**src/rtl/mix_product_sched_if.sv**
```systemverilog
// mix_product_sched_if: request and result handshake bundle for mix_product_sched.
//   req_valid/req_ready/req_data : NREQ requesters, four DATA_W operands each
//   out_valid/out_ready          : result handshake
//   out_data/out_id              : XOR-reduced result and originating requester index
// Modports: master = requesters plus result consumer, slave = scheduler.
interface mix_product_sched_if #(
    parameter int unsigned DATA_W = 32,
    parameter int unsigned NREQ   = 4
);
    localparam int unsigned ID_W  = (NREQ > 1) ? $clog2(NREQ) : 1;
    localparam int unsigned SET_W = 4 * DATA_W;

    logic [NREQ-1:0]      req_valid;
    logic [NREQ-1:0]      req_ready;
    logic [NREQ*SET_W-1:0] req_data;
    logic                 out_valid;
    logic                 out_ready;
    logic [DATA_W-1:0]    out_data;
    logic [ID_W-1:0]      out_id;

    modport master (
        output req_valid, req_data, out_ready,
        input  req_ready, out_valid, out_data, out_id
    );

    modport slave (
        input  req_valid, req_data, out_ready,
        output req_ready, out_valid, out_data, out_id
    );
endinterface

```
**src/rtl/mix_product_sched.sv**
```systemverilog
// mix_product_sched: shared scheduler for a four-operand XOR-reduce datapath.
// Arbitrates among NREQ requesters, pushes the winning operand set through a
// two-stage pipeline (A: operands, B: XOR result) and returns the result
// tagged with the requester index.
//   clk  : clock, rising edge
//   rst  : synchronous active-low reset
//   run  : level enable for new grants; in-flight entries always drain
//   busy : either pipeline stage occupied
//   bus  : mix_product_sched_if.slave (requests in, tagged results out)
// Build option: MIX_PRODUCT_SCHED_RR_EN selects round-robin arbitration;
// otherwise fixed priority, lowest index wins.
module mix_product_sched #(
    parameter int unsigned DATA_W = 32,
    parameter int unsigned NREQ   = 4
) (
    input  logic                   clk,
    input  logic                   rst,
    input  logic                   run,
    output logic                   busy,
    mix_product_sched_if.slave     bus
);
    localparam int unsigned ID_W  = (NREQ > 1) ? $clog2(NREQ) : 1;
    localparam int unsigned SET_W = 4 * DATA_W;

    logic [NREQ-1:0]   grant;
    logic              found;
    logic              can_a;
    logic              can_b;
    logic              grant_en;
    logic              accept;
    logic [ID_W-1:0]   acc_idx;
    logic [SET_W-1:0]  acc_data;

    logic              valid_a;
    logic [ID_W-1:0]   id_a;
    logic [SET_W-1:0]  a_data;
    logic [DATA_W-1:0] mix_a;

    logic              valid_b;
    logic [ID_W-1:0]   id_b;
    logic [DATA_W-1:0] b_data;

    // Pipeline advance conditions
    assign can_b    = !valid_b || bus.out_ready;
    assign can_a    = !valid_a || can_b;
    // Reset also masks ready so nothing is offered while the pipe is being cleared
    assign grant_en = can_a && run && rst;

`ifdef MIX_PRODUCT_SCHED_RR_EN
    logic [ID_W-1:0] ptr;

    // Round-robin pick: first valid index at or after ptr, then wrap to below ptr
    always_comb begin
        grant = '0;
        found = 1'b0;
        for (int i = 0; i < int'(NREQ); i++) begin
            if (!found && bus.req_valid[i] && (i >= int'(ptr))) begin
                grant[i] = 1'b1;
                found    = 1'b1;
            end
        end
        for (int i = 0; i < int'(NREQ); i++) begin
            if (!found && bus.req_valid[i] && (i < int'(ptr))) begin
                grant[i] = 1'b1;
                found    = 1'b1;
            end
        end
    end

    // Pointer moves to the slot after the accepted requester, only on accept
    always_ff @(posedge clk) begin
        if (!rst) begin
            ptr <= '0;
        end else if (accept) begin
            ptr <= (acc_idx == ID_W'(NREQ - 1)) ? '0 : acc_idx + ID_W'(1);
        end
    end
`else
    // Fixed priority pick: lowest valid index
    always_comb begin
        grant = '0;
        found = 1'b0;
        for (int i = 0; i < int'(NREQ); i++) begin
            if (!found && bus.req_valid[i]) begin
                grant[i] = 1'b1;
                found    = 1'b1;
            end
        end
    end
`endif

    // Encode the one-hot grant and select the winner's operand set
    always_comb begin
        acc_idx  = '0;
        acc_data = '0;
        for (int i = 0; i < int'(NREQ); i++) begin
            if (grant[i]) begin
                acc_idx  = ID_W'(i);
                acc_data = bus.req_data[i*SET_W +: SET_W];
            end
        end
    end

    // grant only ever selects a valid requester, so any granted bit is an accept
    assign accept        = found && grant_en;
    assign bus.req_ready = grant & {NREQ{grant_en}};

    // Stage A: operand capture
    always_ff @(posedge clk) begin
        if (!rst) begin
            valid_a <= 1'b0;
            id_a    <= '0;
            a_data  <= '0;
        end else if (can_a) begin
            valid_a <= accept;
            if (accept) begin
                id_a   <= acc_idx;
                a_data <= acc_data;
            end
        end
    end

    assign mix_a = a_data[0*DATA_W +: DATA_W] ^ a_data[1*DATA_W +: DATA_W]
                 ^ a_data[2*DATA_W +: DATA_W] ^ a_data[3*DATA_W +: DATA_W];

    // Stage B: XOR result; holds while the consumer stalls
    always_ff @(posedge clk) begin
        if (!rst) begin
            valid_b <= 1'b0;
            id_b    <= '0;
            b_data  <= '0;
        end else if (can_b) begin
            valid_b <= valid_a;
            if (valid_a) begin
                id_b   <= id_a;
                b_data <= mix_a;
            end
        end
    end

    assign bus.out_valid = valid_b;
    assign bus.out_data  = b_data;
    assign bus.out_id    = id_b;
    assign busy          = valid_a || valid_b;

endmodule

```
**src/flat_wrapper.sv**
```systemverilog
// flat-port wrapper written by rule: the top's interface ports become plain ports
module mix_product_sched_flat 
#(
    parameter int unsigned DATA_W = 32,
    parameter int unsigned NREQ   = 4
)
  (clk, rst, run, busy, bus_req_valid, bus_req_data, bus_out_ready, bus_req_ready, bus_out_valid, bus_out_data, bus_out_id);
  mix_product_sched_if #(.DATA_W(DATA_W), .NREQ(NREQ)) bus_i ();
  input  logic clk;
  input  logic rst;
  input  logic run;
  output logic busy;
  input wire logic [$bits(bus_i.req_valid)-1:0] bus_req_valid;
  input wire logic [$bits(bus_i.req_data)-1:0] bus_req_data;
  input wire logic [$bits(bus_i.out_ready)-1:0] bus_out_ready;
  output wire logic [$bits(bus_i.req_ready)-1:0] bus_req_ready;
  output wire logic [$bits(bus_i.out_valid)-1:0] bus_out_valid;
  output wire logic [$bits(bus_i.out_data)-1:0] bus_out_data;
  output wire logic [$bits(bus_i.out_id)-1:0] bus_out_id;
  assign bus_i.req_valid = bus_req_valid;
  assign bus_i.req_data = bus_req_data;
  assign bus_i.out_ready = bus_out_ready;
  assign bus_req_ready = bus_i.req_ready;
  assign bus_out_valid = bus_i.out_valid;
  assign bus_out_data = bus_i.out_data;
  assign bus_out_id = bus_i.out_id;
  mix_product_sched #(.DATA_W(DATA_W), .NREQ(NREQ)) u_core (.clk(clk), .rst(rst), .run(run), .busy(busy), .bus(bus_i));
endmodule
```
**config.mk**
```make
export PLATFORM = sky130hd
export DESIGN_NAME = mix_product_sched_flat
export DESIGN_NICKNAME = d
export VERILOG_FILES = /design/src/rtl/mix_product_sched_if.sv /design/src/rtl/mix_product_sched.sv /design/src/flat_wrapper.sv
export SDC_FILE = /design/constraint.sdc
export NUM_CORES = 1
export LEC_CHECK = 0
export BUFFER_PORTS_ARGS = -buffer_cell sky130_fd_sc_hd__clkbuf_2
export CORE_AREA = 10 10 212 214
export CTS_CLUSTER_DIAMETER = 60
export CTS_CLUSTER_SIZE = 14
export DETAILED_ROUTE_END_ITERATION = 16
export DIE_AREA = 0 0 222 224
export SYNTH_ARGS = -nofsm -noshare
export SYNTH_HDL_FRONTEND = slang
export SYNTH_SLANG_ARGS = --single-unit
```
**constraint.sdc**
```tcl
create_clock -name clk -period 1.8 [get_ports clk]
set_input_delay 0.18 -clock clk [delete_from_list [all_inputs] [get_ports clk]]
set_output_delay 0.18 -clock clk [all_outputs]
set_load 0.05 [all_outputs]
```
==> insert_results.sql, run 1 <==
INSERT INTO impl_metrics (metric_group, metric, value, unit) VALUES
('floorplanning', 'placement_rows', '74', ''),
('sta', 'finClkSkew', '0.0100', 'ns'),
('clock_tree', 'clk_latency', '0.44', 'ns'),
('floorplanning', 'core-area', '0.0406', 'mm^2'),
('clock_tree', 'clockBufferDepth', '2', ''),
('synth', 'syn_inst', '1129', ''),
('power_and_ir_drop', 'max-vdd-ir-drop', '487', 'uV'),
('sta', 'setup_violations', '3', ''),
('finish', 'layout_common_cells', '552 x clkbuf_2, 164 x nand2_1, 164 x dfxtp_1', ''),
('synth', 'avgSynthCellArea', '8.21', 'um^2'),
('min_path', 'worstHoldPathType', 'in -> reg', ''),
('sta', 'min_period_over_period', '103', '%'),
('finish', 'final_nets', '2282', ''),
('sta', 'worst_slack', '-0.0625', 'ns'),
('clock_tree', 'cts_root_buffer', 'clkbuf_16', ''),
('finish', 'final_layout_size_suffix_gt1_share', '37.3', '%'),
('global_routing', 'grt_first_pass_wirelength', '70.4', 'mm'),
('synth', 'yosys.area.top_type_share', '35.9', '%'),
('sta', 'fmaxAchievable', '0.537', 'GHz'),
('sta', 'fin_crit', '1.86', 'ns'),
('placement', 'post-dp-hpwl', '36.6', 'mm'),
('sta', 'report.final.hold_viol_count', '0', ''),
('power_and_ir_drop', 'pwr_density_cell', '762', 'mW/mm^2'),
('floorplanning', 'die_y', '224', 'um'),
('global_routing', 'antenna_found_initial', '1', ''),
('setup_path', 'worst-endpoint-arrival', '1.68', 'ns'),
('detailed_routing', 'avgViaCountPerCell', '5.01', ''),
('detailed_routing', 'detailedRoute.firstIterationViolations', '674', ''),
('global_routing', 'first_global_vias', '12100', ''),
('finish', 'area_delta_synth_final', '61.2', '%'),
('floorplanning', 'die-area', '0.0497', 'mm^2'),
('synth', 'yosys_reg_bits', '166', ''),
('sta', 'hold_ws', '0.0400', 'ns'),
('detailed_routing', 'drt-pass1-iter-count', '5', ''),
('job', 'max_cap_viol_count', '0', ''),
('finish', 'layout.cells.most_common', 'clkbuf_2', ''),
('floorplanning', 'io_pins', '560', ''),
('synth', 'synth_largest_area_cell', 'dfxtp_1', ''),
('setup_path', 'crit_required', '1.62', 'ns'),
('clock_tree', 'numCtsBuffers', '17', ''),
('synth', 'yosysSeqAreaShare', '35.9', '%'),
('sta', 'final_max_slew_viol_count', '0', ''),
('clock_tree', 'cts.sink_count', '166', ''),
('sta', 'slew_headroom', '39.0', '%'),
('clock_tree', 'h-tree-depth', '4', ''),
('sta', 'worst_slew_pin_slew', '0.916', 'ns'),
('sta', 'unrepaired_setup_endpoints_after_global_routing', 'yes', ''),
('floorplanning', 'die_x', '222', 'um'),
('global_routing', 'grt.overflow.total', '0', ''),
('setup_path', 'crit_fanout', '4', ''),
('setup_path', 'r2r_cell_count', '8', ''),
('run_status', 'violations', 'negative setup slack', ''),
('placement', 'placed_cell_area', '0.0128', 'mm^2'),
('finish', 'postLayoutCellArea', '0.0149', 'mm^2'),
('setup_path', 'worstSetupPathType', 'reg -> out', ''),
('placement', 'place.port_buffers', '559', ''),
('setup_path', 'cp-end-kind', 'output port', ''),
('synth', 'yosysUniqueCellTypes', '34', ''),
('detailed_routing', 'dr_total_vias', '11600', ''),
('detailed_routing', 'wire_per_inst', '21.1', 'um'),
('global_routing', 'globalRouteTotalUtil', '17.9', '%'),
('global_routing', 'maximum_number_of_pins_on_one_net_before_global_route_repair', '161', ''),
('placement', 'gp_congestion', '0.864', ''),
('detailed_routing', 'routed_wirelength', '48.8', 'mm'),
('min_path', 'hold-path-cell-count', '3', ''),
('power_and_ir_drop', 'power.static_leakage', '6.64', 'nW'),
('setup_path', 'worst_setup_path_start_kind', 'flop', ''),
('clock_tree', 'clk_pin_slew_worst_paths', '0.07', 'ns'),
('synth', 'synth.net_count', '1649', ''),
('detailed_routing', 'drt.antenna.violating_nets', '0', ''),
('floorplanning', 'initial_utilization', '22.9', '%'),
('run_status', 'status', 'finished with violations', ''),
('synth', 'post_synth_instance_area', '0.00927', 'mm^2'),
('clock_tree', 'tritoncts', 'done', ''),
('synth', 'ys.warnings.count', '0', ''),
('synth', 'ranking_of_synthesized_cells_by_area', 'dfxtp_1 36%, a221o_1 14%, xnor2_1 9.1%, a31oi_1 8.7%, a21oi_1 7.0%', ''),
('detailed_routing', 'drc_errors', '0', '');
cell families (layout without fill, tap and decap cells):
family	count (synthesis)	after routing	synth area share [%]
AOI/OAI and AO/OA	550	550	40.2
DFF	166	166	35.9
buffers and inverters	129	774	6.39
and+or+nand+nor	186	186	8.27
other	0	1	0
xor gates and xnor gates	96	96	9.07
muxes	2	2	0.216
Yosys cell counts, drive strengths merged:
master	count
nor3	2
nor4	1
nor4b	1
mux2i	2
and2	2
a221o	128
and3b	1
o21ai	128
nand2	164
a21oi	129
o211a	32
nor2	4
or2	1
a31oi	129
buf	59
nand3	1
inv	3
nor3b	1
clkbuf	67
o211ai	1
nand2b	2
xnor2	96
a2111oi	1
a21boi	2
nand3b	1
nor2b	5
dfxtp	166
where the power goes:
part | internal [mW] | switching (mW) | total (mW)
Combinational | 1.68 | 1.75 | 3.43
Clock | 1.93 | 1.65 | 3.58
Sequential | 4.07 | 0.308 | 4.38
Total | 7.69 | 3.70 | 11.4
stage by stage:
stage               instances  utilization (%)  power [mW]  setup WS, ns  setup TNS (ns)
floorplan                1129                -        6.21        -0.234          -0.372
global placement         2133             31.5        7.52         0.125               0
detailed placement       2133             31.5        7.57        0.0830               0
CTS                      2290             36.0        11.5       -0.0581          -0.141
global route             2307             36.9        12.0        -0.137           -1.00
finish                   2307             36.9        11.4       -0.0625          -0.128
worst max-delay path, stage by stage (launching register included):
cell	delay, ns
dfxtp_4	0.35
nand3b_1	0.17
nand3_4	0.15
nor4b_4	0.39
buf_12	0.19
cell type report:
cell class / count / area (um^2)
Fill cell: 4214 / 25600
Clock buffer: 19 / 443
Antenna cell: 1 / 2.50
Clock inverter: 12 / 105
Multi-Input combinational cell: 834 / 5420
Inverter: 3 / 13.8
Tap cell: 532 / 666
Timing Repair Buffer: 740 / 4970
Sequential cell: 166 / 3330
registers in the layout (all words and copies together), names as in the netlist:
name / flops
u_core.valid_a: 1
u_core.bus.out_id: 2
u_core.bus.out_data: 32
u_core.bus.out_valid: 1
u_core.a_data: 128
u_core.id_a: 2
metal layers:
metal	routed length, um	track usage, %	up-vias
li1	-	-	5547
met1	19000	19.5	5477
met2	25600	33.4	478
met3	2950	4.01	59
met4	1230	6.56	0
met5	0	0	-
path summary, 6_finish.rpt:
check / start / to / slack, ns
hold / removal: bus_req_data[499] / u_core.a_data[115] / 0.04
setup / recovery: u_core.valid_a / bus_req_ready[2] / -0.06
hold reg to reg: u_core.bus.out_data[23] / u_core.bus.out_data[23] / 0.50
setup reg to reg: u_core.valid_a / u_core.a_data[88] / 0.04
repair_timing:
item	CTS	global route
hold buffers	121	0
endpoints found under the hold margin	122	0
cloned	0	8
resized for setup	7	15
setup buffers	5	8
pin swaps	4	2
endpoints found under the setup margin	4	74
Note: power is estimated with default switching activity, not from simulation.
==> run 2: changes to the inputs <==
--- a/config.mk
+++ b/config.mk
@@ -11,6 +11,8 @@
 export CTS_CLUSTER_SIZE = 14
 export DETAILED_ROUTE_END_ITERATION = 16
 export DIE_AREA = 0 0 222 224
+export MAX_ROUTING_LAYER = met4
+export SKIP_CTS_REPAIR_TIMING = 1
 export SYNTH_ARGS = -nofsm -noshare
 export SYNTH_HDL_FRONTEND = slang
 export SYNTH_SLANG_ARGS = --single-unit
==> run 2 against run 1 <==
Compared with the run above:
- the run ends with negative hold slack, negative setup slack left
- utilization down 1.2 points
- cell count down 1.4%
- sequential power about the same
- sequential cell count unchanged
- combinational power down 5%
- worst hold slack worse by 0.062 ns
- final area down 3.3%
- critical path depth up 1
- register-to-register slack better by 0.08 ns
- clock power up 7.8%
- largest cell class unchanged
- highest routed layer unchanged
==> insert_results.sql, run 2 (same netlist as run 1, synthesis figures left out) <==
INSERT INTO impl_metrics (metric_group, metric, value, unit) VALUES
('sta', 'setup_violations', '4', ''),
('power_and_ir_drop', 'power.share.clock', '33.5', '%'),
('detailed_routing', 'avgViaCountPerCell', '4.95', ''),
('sta', 'slew_headroom', '49.7', '%'),
('setup_path', 'worst-endpoint-arrival', '1.66', 'ns'),
('placement', 'dp.cells', '2137', ''),
('floorplanning', 'initial_utilization', '22.9', '%'),
('detailed_routing', 'wire_per_inst', '20.1', 'um'),
('sta', 'unrepaired_setup_endpoints_after_global_routing', 'yes', ''),
('min_path', 'hold-path-cell-count', '3', ''),
('sta', 'fmaxAchievable', '0.543', 'GHz'),
('sta', 'worst_slack', '-0.0416', 'ns'),
('placement', 'place.port_buffers', '559', ''),
('clock_tree', 'cts_root_buffer', 'clkbuf_16', ''),
('min_path', 'worstHoldPathType', 'in -> reg', ''),
('setup_path', 'crit_fanout', '5', ''),
('clock_tree', 'numCtsBuffers', '17', ''),
('power_and_ir_drop', 'sw_frac_of_total', '31.7', '%'),
('setup_path', 'worst_setup_path_start_kind', 'flop', ''),
('finish', 'layout_common_cells', '552 x clkbuf_2, 164 x nand2_1, 164 x dfxtp_1', ''),
('finish', 'final_layout_size_suffix_gt1_share', '37.0', '%'),
('placement', 'gp_congestion', '0.850', ''),
('sta', 'report.final.hold_viol_count', '9', ''),
('detailed_routing', 'routed_wirelength', '45.8', 'mm'),
('clock_tree', 'tritoncts', 'done', ''),
('finish', 'antenna_cells_inserted', '0', ''),
('setup_path', 'worstSetupPathType', 'reg -> out', ''),
('finish', 'finalNonFillerCells', '2275', ''),
('power_and_ir_drop', 'power.combinational.fraction', '28.3', '%'),
('setup_path', 'worstReg2RegStart', 'u_core.bus.out_valid', ''),
('global_routing', 'grt.overflow.total', '0', ''),
('power_and_ir_drop', 'p_total', '11.5', 'mW'),
('finish', 'largest_register_ff_count', '128', ''),
('power_and_ir_drop', 'pwr_density_cell', '795', 'mW/mm^2'),
('setup_path', 'reg2reg_setup_slack', '0.12', 'ns'),
('floorplanning', 'io_pins', '560', ''),
('clock_tree', 'clk_latency', '0.45', 'ns'),
('setup_path', 'crit_required', '1.62', 'ns'),
('setup_path', 'r2r_cell_count', '6', ''),
('sta', 'hold_ws', '-0.0219', 'ns'),
('sta', 'worst_slew_pin_slew', '0.755', 'ns'),
('setup_path', 'endpoint_of_the_worst_register_to_register_path', 'u_core.a_data[110]', ''),
('global_routing', 'antenna_found_initial', '0', ''),
('power_and_ir_drop', 'switching_power', '3.64', 'mW'),
('detailed_routing', 'dr_total_vias', '11300', ''),
('sta', 'finClkSkew', '0.00965', 'ns'),
('job', 'max_cap_viol_count', '0', ''),
('clock_tree', 'clockBufferDepth', '2', ''),
('detailed_routing', 'detailedRoute.firstIterationViolations', '650', ''),
('detailed_routing', 'drt-pass1-iter-count', '6', ''),
('sta', 'final_max_slew_viol_count', '0', ''),
('floorplanning', 'die_x', '222', 'um'),
('run_status', 'violations', 'negative hold slack, negative setup slack', ''),
('sta', 'min_period_over_period', '102', '%'),
('min_path', 'worst_hold_startpoint', 'bus_req_data[399]', ''),
('global_routing', 'globalRouteTotalUtil', '17.6', '%'),
('min_path', 'hold_end', 'u_core.a_data[15]', ''),
('finish', 'area_delta_synth_final', '55.9', '%'),
('power_and_ir_drop', 'max-vdd-ir-drop', '556', 'uV'),
('power_and_ir_drop', 'power.static_leakage', '6.42', 'nW'),
('finish', 'layout.cells.most_common', 'clkbuf_2', ''),
('sta', 'fin_crit', '1.84', 'ns'),
('clock_tree', 'clk_pin_slew_worst_paths', '0.07', 'ns'),
('clock_tree', 'h-tree-depth', '4', ''),
('sta', 'final.setup.tns', '-0.0905', 'ns'),
('placement', 'post-dp-hpwl', '36.5', 'mm'),
('finish', 'final_nets', '2250', ''),
('global_routing', 'maximum_number_of_pins_on_one_net_before_global_route_repair', '163', ''),
('floorplanning', 'placement_rows', '74', ''),
('run_status', 'status', 'finished with violations', ''),
('power_and_ir_drop', 'power.sequential.fraction', '38.1', '%'),
('floorplanning', 'die_y', '224', 'um'),
('global_routing', 'first_global_vias', '11200', ''),
('floorplanning', 'core-area', '0.0406', 'mm^2'),
('finish', 'top_register', 'u_core.a_data', ''),
('finish', 'utilization', '35.6', '%'),
('floorplanning', 'die-area', '0.0497', 'mm^2'),
('setup_path', 'cp-end-kind', 'output port', ''),
('global_routing', 'grt_first_pass_wirelength', '66.5', 'mm'),
('power_and_ir_drop', 'internal-power', '7.85', 'mW'),
('detailed_routing', 'drt.antenna.violating_nets', '0', ''),
('detailed_routing', 'drc_errors', '0', ''),
('clock_tree', 'cts.sink_count', '166', ''),
('setup_path', 'setup.worst_path.start', 'u_core.bus.out_valid', ''),
('finish', 'layout.filler_cells', '4227', '');
[run 2: cell types whose count changed in the layout (fill, tap and decap cells not counted), moves of 3 or more]
cell / delta
dlygate4sd3_1: -15
clkbuf_16: -8
buf_12: -3
buf_16: -3
clkinv_2: -3
[run 2: power by group through the flow]
stage	registers (mW)	logic (mW)	clock network, mW
CTS	4.39	3.11	3.98
global placement	4.45	3.07	0
global route	4.43	3.56	4.10
finish	4.38	3.25	3.86
detailed placement	4.47	3.09	0
floorplan	4.61	1.60	0
[run 2: metrics by stage]
stage	setup WS [ns]	area, um^2
floorplan	-0.234	9280
global placement	0.0895	12800
detailed placement	0.0467	12800
CTS	-0.309	13400
global route	-0.109	14500
finish	-0.0416	14500
[run 2: critical path, cell delays in order, from the launching register on]
cell and delay, ns:
dfxtp_2 0.35, nand3b_1 0.19, nand3_4 0.16, buf_6 0.16, nor3b_4 0.20, buf_12 0.16
[run 2: how the worst max path moves through the flow]
stage	slack (ns)	to	depth (start not counted)
after floorplan	-0.23	bus_req_ready[2]	3
after global placement	0.09	u_core.a_data[1]	6
after detailed placement	0.05	u_core.a_data[1]	6
after CTS	-0.31	bus_req_ready[1]	5
after global routing	-0.11	bus_req_ready[1]	5
final	-0.04	bus_req_ready[1]	5
[run 2: cell type report]
type | count | area (um^2) | area share [%]
clock buffers | 18 | 429 | 2.97
clock inverters | 14 | 174 | 1.20
inverters | 3 | 13.8 | 0.0952
multi-input cells | 834 | 5410 | 37.4
flip-flops and latches | 166 | 3330 | 23.0
well taps | 532 | 666 | 4.61
repair buffers | 708 | 4430 | 30.7
[run 2: layer usage]
layer	wire, um	share of wire [%]	vias up	global-route usage [%]
met1	18000	39	5296	19.1
met5	0	0	-	-
met4	954	2.1	0	5.53
met3	2520	5.5	47	3.09
met2	24400	53	452	32.0
li1	-	-	5471	-
==> run 3: changes to the inputs <==
--- a/config.mk
+++ b/config.mk
@@ -12,6 +12,7 @@
 export DETAILED_ROUTE_END_ITERATION = 16
 export DIE_AREA = 0 0 222 224
 export MAX_ROUTING_LAYER = met4
+export SETUP_SLACK_MARGIN = 0.02
 export SKIP_CTS_REPAIR_TIMING = 1
 export SYNTH_ARGS = -nofsm -noshare
 export SYNTH_HDL_FRONTEND = slang
==> run 3 against run 2 <==
Compared with the run above:
- the run still ends with negative hold slack, negative setup slack left
- critical path depth unchanged
- first-iteration DRC count grew 1.1%
- sequential power barely moved
- clock power about the same
- utilization rose by 0.080 points
- non-clock buffer count grew 2
- power increased by 0.15%
- register-to-register slack better by 0.03 ns
- routed wire length increased by 0.73%
- cell count is essentially flat
- final area up 0.22%
- worst setup slack improved by 0.0046 ns
- critical endpoint unchanged
==> insert_results.sql, run 3 (same netlist as run 1, synthesis figures left out) <==
INSERT INTO impl_metrics (metric_group, metric, value, unit) VALUES
('power_and_ir_drop', 'pwr_density_cell', '795', 'mW/mm^2'),
('setup_path', 'cells_along_the_critical_path', 'nand3b_1 > nand3_4 > buf_6 > nor3b_4 > buf_12', ''),
('detailed_routing', 'wire_per_inst', '20.3', 'um'),
('setup_path', 'crit_required', '1.62', 'ns'),
('finish', 'final_nets', '2252', ''),
('clock_tree', 'numCtsBuffers', '17', ''),
('floorplanning', 'placement_rows', '74', ''),
('setup_path', 'worst-endpoint-arrival', '1.66', 'ns'),
('sta', 'setup_violations', '3', ''),
('finish', 'final_layout_size_suffix_gt1_share', '37.1', '%'),
('detailed_routing', 'drt.antenna.violating_nets', '0', ''),
('sta', 'worst_slew_pin_slew', '0.751', 'ns'),
('sta', 'hold_ws', '-0.0227', 'ns'),
('setup_path', 'critPathTopFamily', 'simple AND/OR/NAND/NOR gates', ''),
('detailed_routing', 'drt-pass1-iter-count', '6', ''),
('global_routing', 'maximum_number_of_pins_on_one_net_before_global_route_repair', '163', ''),
('finish', 'antenna_cells_inserted', '0', ''),
('setup_path', 'critical-path-slowest-cell', 'dfxtp_2', ''),
('floorplanning', 'initial_utilization', '22.9', '%'),
('finish', 'multi_input_gate_area', '0.00541', 'mm^2'),
('sta', 'fmaxAchievable', '0.544', 'GHz'),
('setup_path', 'slowest_delay', '0.35', 'ns'),
('placement', 'gp_congestion', '0.850', ''),
('clock_tree', 'clockBufferDepth', '2', ''),
('job', 'max_cap_viol_count', '0', ''),
('setup_path', 'cp-end-kind', 'output port', ''),
('floorplanning', 'io_pins', '560', ''),
('clock_tree', 'cts_root_buffer', 'clkbuf_16', ''),
('detailed_routing', 'avgViaCountPerCell', '4.94', ''),
('finish', 'area_delta_synth_final', '56.2', '%'),
('global_routing', 'grt.overflow.total', '0', ''),
('finish', 'layout_common_cells', '552 x clkbuf_2, 164 x nand2_1, 164 x dfxtp_1', ''),
('floorplanning', 'die_x', '222', 'um'),
('clock_tree', 'cts.sink_count', '166', ''),
('run_status', 'status', 'finished with violations', ''),
('finish', 'layout.filler_cells', '4226', ''),
('clock_tree', 'h-tree-depth', '4', ''),
('sta', 'fin_crit', '1.84', 'ns'),
('setup_path', 'worstSetupPathType', 'reg -> out', ''),
('finish', 'utilization', '35.7', '%'),
('sta', 'final_max_slew_viol_count', '0', ''),
('floorplanning', 'die-area', '0.0497', 'mm^2'),
('sta', 'finClkSkew', '0.0101', 'ns'),
('global_routing', 'globalRouteTotalUtil', '17.6', '%'),
('floorplanning', 'core-area', '0.0406', 'mm^2'),
('sta', 'min_period_over_period', '102', '%'),
('clock_tree', 'clk_pin_slew_worst_paths', '0.07', 'ns'),
('finish', 'layout.cells.most_common', 'clkbuf_2', ''),
('power_and_ir_drop', 'power.combinational.fraction', '28.4', '%'),
('finish', 'layout.area.seq', '0.00333', 'mm^2'),
('power_and_ir_drop', 'internal-power', '7.86', 'mW'),
('clock_tree', 'clk_latency', '0.45', 'ns'),
('placement', 'place.port_buffers', '559', ''),
('sta', 'slew_headroom', '49.9', '%'),
('global_routing', 'antenna_found_initial', '0', ''),
('sta', 'unrepaired_setup_endpoints_after_global_routing', 'yes', ''),
('global_routing', 'first_global_vias', '11200', ''),
('power_and_ir_drop', 'power.static_leakage', '6.44', 'nW'),
('placement', 'post-dp-hpwl', '36.5', 'mm'),
('finish', 'top_register', 'u_core.a_data', ''),
('finish', 'largest_register_ff_count', '128', ''),
('power_and_ir_drop', 'switching_power', '3.65', 'mW'),
('min_path', 'worstHoldPathType', 'in -> reg', ''),
('power_and_ir_drop', 'power.sequential.fraction', '38.1', '%'),
('detailed_routing', 'dr_total_vias', '11300', ''),
('setup_path', 'path_buf_inv', '2', ''),
('global_routing', 'grt_first_pass_wirelength', '66.5', 'mm'),
('detailed_routing', 'detailedRoute.firstIterationViolations', '657', ''),
('detailed_routing', 'routed_wirelength', '46.2', 'mm'),
('power_and_ir_drop', 'power.share.clock', '33.5', '%'),
('run_status', 'violations', 'negative hold slack, negative setup slack', ''),
('sta', 'worst_slack', '-0.0369', 'ns'),
('setup_path', 'crit_fanout', '5', ''),
('power_and_ir_drop', 'sw_frac_of_total', '31.7', '%'),
('sta', 'report.final.hold_viol_count', '9', ''),
('floorplanning', 'die_y', '224', 'um'),
('clock_tree', 'tritoncts', 'done', ''),
('setup_path', 'worst_setup_path_start_kind', 'flop', ''),
('detailed_routing', 'drc_errors', '0', ''),
('power_and_ir_drop', 'max-vdd-ir-drop', '556', 'uV');
==> run 3: changes by cell type in the layout (fill, tap and decap cells not counted), sizes merged <==
| cell | delta |
|---|---|
| buf | +1 |
| clkbuf | +1 |
==> run 3: power groups by stage <==
stage / logic, mW / registers (mW) / clock network (mW)
after global placement: 3.07 / 4.45 / 0
after CTS: 3.11 / 4.39 / 3.98
after detailed placement: 3.09 / 4.47 / 0
after global routing: 3.57 / 4.43 / 4.10
after floorplan: 1.60 / 4.61 / 0
final: 3.27 / 4.38 / 3.86
==> run 3: final cells by class <==
cell class	instances	share of cell area, %
Clock inverter	14	1.20
Sequential cell	166	23.0
Multi-Input combinational cell	834	37.4
Timing Repair Buffer	710	30.8
Inverter	3	0.0950
Tap cell	532	4.60
Clock buffer	18	2.96
==> run 3: layer usage <==
layer | global-route usage (%) | wire [um] | up-vias
met3 | 3.09 | 2310 | 45
met1 | 19.1 | 18300 | 5313
met2 | 32.0 | 24500 | 414
met5 | - | 0 | -
li1 | - | - | 5479
met4 | 5.53 | 1020 | 0
==> run 3: stage by stage <==
stage	instance area (um^2)	setup WS [ns]	TNS, ns	power, mW	instances
global route	14500	-0.109	-0.343	12.1	2277
global placement	12800	0.0895	0	7.52	2137
floorplan	9280	-0.234	-0.372	6.21	1129
CTS	13400	-0.309	-1.01	11.5	2169
finish	14500	-0.0369	-0.0765	11.5	2277
detailed placement	12800	0.0467	0	7.56	2137
==> run 3: worst min-delay path: cells and delay by family <==
family	cells	cell delay [ns]
buffers and inverters	1	0.08
AND/OR/NAND/NOR	1	0.05
AO/OA/AOI/OAI	1	0.07
==> run 3: worst paths after layout <==
check / start / to / slack [ns] / depth (start not counted)
setup / recovery: u_core.bus.out_valid / bus_req_ready[1] / -0.04 / 5
hold / removal: bus_req_data[399] / u_core.a_data[15] / -0.02 / 3
setup reg to reg: u_core.bus.out_valid / u_core.a_data[42] / 0.15 / 6
hold reg to reg: u_core.valid_a / u_core.bus.out_valid / 0.48 / 2
